## config.mk

```make
export PLATFORM = sky130hd
export DESIGN_NAME = univ_shift_reg
export DESIGN_NICKNAME = d
export VERILOG_FILES = /design/src/rtl/univ_shift_reg.sv
export SDC_FILE = /design/constraint.sdc
export NUM_CORES = 1
export LEC_CHECK = 0
export ABC_AREA = 1
export BUFFER_PORTS_ARGS = -buffer_cell sky130_fd_sc_hd__buf_2
export CAP_MARGIN = 20
export CORE_MARGIN = 1.5
export CORE_UTILIZATION = 31
export CTS_CLUSTER_DIAMETER = 60
export CTS_CLUSTER_SIZE = 40
export DETAILED_ROUTE_END_ITERATION = 16
export SLEW_MARGIN = 20
export SYNTH_ARGS = -nofsm -noshare
export SYNTH_HDL_FRONTEND = slang
export SYNTH_SLANG_ARGS = --single-unit
```

## constraint.sdc

```tcl
create_clock -name clk -period 2.29 [get_ports clk]
set_clock_uncertainty 0.05 [all_clocks]
set_input_delay 0.458 -clock clk [delete_from_list [all_inputs] [get_ports clk]]
set_output_delay 0.458 -clock clk [all_outputs]
set_load 0.02 [all_outputs]
```

## src/rtl/univ_shift_reg.sv

```systemverilog
// Universal WIDTH-bit shift register: parallel load, serial shifts, rotates,
// and a counted burst engine that repeats one shift/rotate step with busy/done status.
module univ_shift_reg #(
  parameter int WIDTH = 8,
  parameter int CNT_W = 4
) (
  input  logic             clk,
  input  logic             rst,
  input  logic             en,
  input  logic [2:0]       mode,
  input  logic [WIDTH-1:0] din,
  input  logic             sin_l,
  input  logic             sin_r,
  input  logic             start,
  input  logic [CNT_W-1:0] count,
  output logic [WIDTH-1:0] dout,
  output logic             sout_l,
  output logic             sout_r,
  output logic             busy,
  output logic             done
);

  typedef enum logic [0:0] {
    IDLE = 1'b0,
    BUSY = 1'b1
  } state_t;

  localparam logic [2:0] MODE_HOLD = 3'b000;
  localparam logic [2:0] MODE_LOAD = 3'b001;
  localparam logic [2:0] MODE_SHR  = 3'b010;
  localparam logic [2:0] MODE_SHL  = 3'b011;
  localparam logic [2:0] MODE_ROR  = 3'b100;
  localparam logic [2:0] MODE_ROL  = 3'b101;

  localparam logic [CNT_W-1:0] CNT_ZERO = {CNT_W{1'b0}};
  localparam logic [CNT_W-1:0] CNT_ONE  = {{(CNT_W-1){1'b0}}, 1'b1};

  // One step of the selected operation; reserved codes and hold keep the value.
  function automatic logic [WIDTH-1:0] step_fn(
    input logic [2:0]       m,
    input logic [WIDTH-1:0] d,
    input logic [WIDTH-1:0] ld,
    input logic             sl,
    input logic             sr
  );
    logic [WIDTH-1:0] r;
    case (m)
      MODE_HOLD: r = d;
      MODE_LOAD: r = ld;
      MODE_SHR:  r = {sl, d[WIDTH-1:1]};
      MODE_SHL:  r = {d[WIDTH-2:0], sr};
      MODE_ROR:  r = {d[0], d[WIDTH-1:1]};
      MODE_ROL:  r = {d[WIDTH-2:0], d[WIDTH-1]};
      default:   r = d;
    endcase
    return r;
  endfunction

  // Only shift and rotate codes may be repeated by the burst engine.
  function automatic logic burst_mode_fn(input logic [2:0] m);
    logic r;
    case (m)
      MODE_SHR: r = 1'b1;
      MODE_SHL: r = 1'b1;
      MODE_ROR: r = 1'b1;
      MODE_ROL: r = 1'b1;
      default:  r = 1'b0;
    endcase
    return r;
  endfunction

  state_t           state_r, state_s;
  logic [WIDTH-1:0] dout_r,  dout_s;
  logic [2:0]       mode_r,  mode_s;
  logic [CNT_W-1:0] cnt_r,   cnt_s;
  logic             done_r,  done_s;

  // State and datapath registers with synchronous reset.
  always_ff @(posedge clk) begin
    if (rst) begin
      state_r <= IDLE;
      dout_r  <= {WIDTH{1'b0}};
      mode_r  <= MODE_HOLD;
      cnt_r   <= CNT_ZERO;
      done_r  <= 1'b0;
    end else begin
      state_r <= state_s;
      dout_r  <= dout_s;
      mode_r  <= mode_s;
      cnt_r   <= cnt_s;
      done_r  <= done_s;
    end
  end

  // Next-state and next-datapath logic.
  always_comb begin
    state_s = state_r;
    dout_s  = dout_r;
    mode_s  = mode_r;
    cnt_s   = cnt_r;
    done_s  = 1'b0;
    case (state_r)
      IDLE: begin
        if (start && burst_mode_fn(mode)) begin
          // A zero-length burst reports completion without stepping.
          if (count != CNT_ZERO) begin
            state_s = BUSY;
            mode_s  = mode;
            cnt_s   = count;
          end else begin
            done_s  = 1'b1;
          end
        end else if (en) begin
          dout_s = step_fn(mode, dout_r, din, sin_l, sin_r);
        end else begin
          dout_s = dout_r;
        end
      end
      BUSY: begin
        // Serial inputs stream in live; only the latched mode matters here.
        dout_s = step_fn(mode_r, dout_r, din, sin_l, sin_r);
        cnt_s  = cnt_r - CNT_ONE;
        if (cnt_r == CNT_ONE) begin
          state_s = IDLE;
          done_s  = 1'b1;
        end else begin
          state_s = BUSY;
        end
      end
      default: begin
        state_s = IDLE;
      end
    endcase
  end

  // Output mapping straight from registers.
  always_comb begin
    dout   = dout_r;
    sout_l = dout_r[WIDTH-1];
    sout_r = dout_r[0];
    busy   = (state_r == BUSY);
    done   = done_r;
  end

endmodule

```

==> results.yml <==
logic_synthesis:
  synth_edf_count: 0
  synth_area_um2: 1370
  synthCells: 229
  synth_ff_type: "dfxtp_1"
  synth_seq_area_share_pct: 24.8
  ys_types: 24
  ys_ff_latch: 17
  syn_nets: 252
  syn_area_per_cell_um2: 5.99
  synthArstFlopShare_pct: 0
  ys_warn_count: 0
sta:
  finalHoldViolCount: 0
  max_slew.worst_pin.slew_ns: 0.520
  rsz0062_at_grt: "false"
  setup_viol_count_final: 0
  slew_headroom_pct: 65.2
  slew_violations: 0
  min_period_over_period_pct: 75.6
  min_period_ns: 1.73
  holdWs_ns: 0.405
  setup_ws_ns: 0.559
  fin_setup_tns_ns: 0
  fmax_mhz: 578
final_layout:
  layout.cells.non_filler: 312
  seq_area_um2: 340
  multi_input_area_um2: 883
  fillerInstances: 488
  design_area_um2: 1620
  area_delta_synth_final_pct: 18.1
  drive_above_1_share_pct: 18.5
  final_util_pct: 37.7
  antenna_cells: 0
  nets: 284
placement:
  io_buffers: 32
  dp_slack_ns: 0.510
  gp_congestion: 0.853
  post-place-cells: 308
  place_hpwl_mm: 3.06
  place_area_um2: 1570
setup_path:
  crit_family: "simple AND/OR/NAND/NOR gates"
  crit_required_ns: 2.39
  cp_max_fo: 6
  rrSetupSlack_ns: 0.56
  crit_end: "dout[0]"
  cp-startpoint: "mode_r[2]"
  reg2reg_from: "mode_r[2]"
  crit_chain: "inv_1 > nand2_1 > nand2_1 > nor2_1 > nand3_1 > nand3_1 > nand2_1 > nor2_1 > nor2_1"
  cp_num_buf_inv: 1
  endpoint_kind: "register"
  cp_slowest_cell: "nor2_1"
  critical_path_class: "register to register"
  setup.worst_path.start_class: "register"
  timing.rr.end: "dout[0]"
  critPathMaxStageDelay_ns: 0.43
  worstRegToRegCells: 9
  crit_cells: 9
  arrival_ns: 1.83
cts:
  ctsResizeCount: 0
  ctsHoldBuffers: 0
  clk_latency_ns: 0.25
  cts_setup_buffers: 0
  cts.sinks: 17
  cts_tree: "yes"
  cts-root-buf: "clkbuf_8"
  numCtsBuffers: 3
  clkTransAtPathRegs_ns: 0.07
  h-tree-depth: 1
  cts_max_path_buffers: 2
global_route:
  grt_use_total_pct: 18.0
  grt_pass1_vias: 1533
  grt_pass1_wl_mm: 7.17
  antenna_found_initial: 0
  grt_max_degree: 18
  gr-total-overflow: 0
pwr:
  fin_total_pwr_mw: 0.919
  leakage_nw: 0.800
  vdd_drop_max_mv: 0.208
  p_per_area_nw_per_um2: 568
floorplanning:
  dieArea_um2: 4830
  boundaryPins: 33
  dieWidth_um: 69.5
  die_h_um: 69.5
  rows: 24
  coreArea_um2: 4290
  start_util_pct: 31.9
drt:
  wirelength_mm: 4.00
  via_count: 1579
  antenna_left: 0
  drtIter0Drc: 133
  wl_per_cell_um: 12.8
  dr.pass1.iters: 4
  via_per_inst: 5.06
  drc: 0
run_status:
  status: "finished clean"
hold_path:
  hold_depth: 3
  holdCritPathClass: "input port to register"
  hp-start: "count[2]"
job:
  max_cap_violations: 0
cell usage in the layout, fill, tap and decap left out:
cell type / netlist / routed
inv_2: 2 / 2
a22oi_1: 1 / 1
nand4_1: 5 / 5
clkbuf_8: 0 / 3
nand3_4: 1 / 1
clkinv_1: 1 / 1
nor3_1: 3 / 3
nor2_1: 18 / 18
or2_0: 1 / 1
inv_1: 26 / 26
nor2_4: 1 / 1
dfxtp_1: 17 / 17
o211ai_1: 1 / 1
buf_2: 1 / 32
nand3_1: 53 / 53
nand2_4: 4 / 4
clkinv_2: 0 / 1
nand2_1: 56 / 56
o21ai_0: 9 / 9
or2_2: 1 / 1
xnor2_1: 2 / 2
ha_1: 2 / 2
a21oi_1: 17 / 17
nor2_8: 1 / 1
buf_4: 3 / 2
Yosys cell counts (2+ instances only):
master    number  share of area [%]
nand2_1       56                 15
nand3_1       53                 19
inv_1         26                7.1
nor2_1        18                4.9
a21oi_1       17                6.2
dfxtp_1       17                 25
o21ai_0        9                3.3
nand4_1        5                2.3
nand2_4        4                3.3
buf_4          3                1.6
clkbuf_1       3               0.82
nor3_1         3                1.1
ha_1           2                1.8
inv_2          2               0.55
xnor2_1        2                1.3
cell families after synthesis:
family,count (synthesis),synth area share (%)
buf+inv,36,10.8
fa+ha+maj,2,1.82
compound gates,28,10.6
flops,17,24.8
simple gates,144,50.7
xor+xnor,2,1.28
power by group:
group / internal, mW / switching (mW)
Combinational: 0.114 / 0.209
Sequential: 0.324 / 0.0381
Clock: 0.121 / 0.113
worst reg2reg max path, delay by kind of cell, from the launching register on:
| family | cells | cell delay [ns] |
|---|---|---|
| and+or+nand+nor | 8 | 1.07 |
| DFF | 1 | 0.39 |
| buffers and inverters | 1 | 0.12 |
routing by layer:
metal / GRT usage [%] / vias up / part of all wire, %
li1: - / 817 / -
met1: 23.8 / 710 / 45
met2: 30.1 / 48 / 48
met3: 3.20 / 4 / 5.2
met4: 5.23 / 0 / 1.0
met5: 0 / - / 0
area by class of cell:
class	instances	area share [%]
multi-input cells	176	54.6
flip-flops and latches	17	21.0
repair buffers	34	10.8
inverters	29	6.72
well taps	52	4.02
clock buffers	3	2.55
clock inverters	1	0.309
flip-flops by register name, summed over array words and instances (netlist names):
| signal | cells |
|---|---|
| cnt_r | 4 |
| dout | 8 |
| busy | 1 |
| done | 1 |
| mode_r | 3 |
worst min-delay path by stage:
stage / slack [ns] / to
2_1_floorplan: 0.40 / cnt_r[1]
3_3_place_gp: 0.42 / cnt_r[1]
3_5_place_dp: 0.43 / cnt_r[1]
4_1_cts: 0.40 / cnt_r[2]
5_1_grt: 0.40 / cnt_r[2]
6_report: 0.41 / cnt_r[2]
No activity file was read; power rests on OpenSTA's default activity.
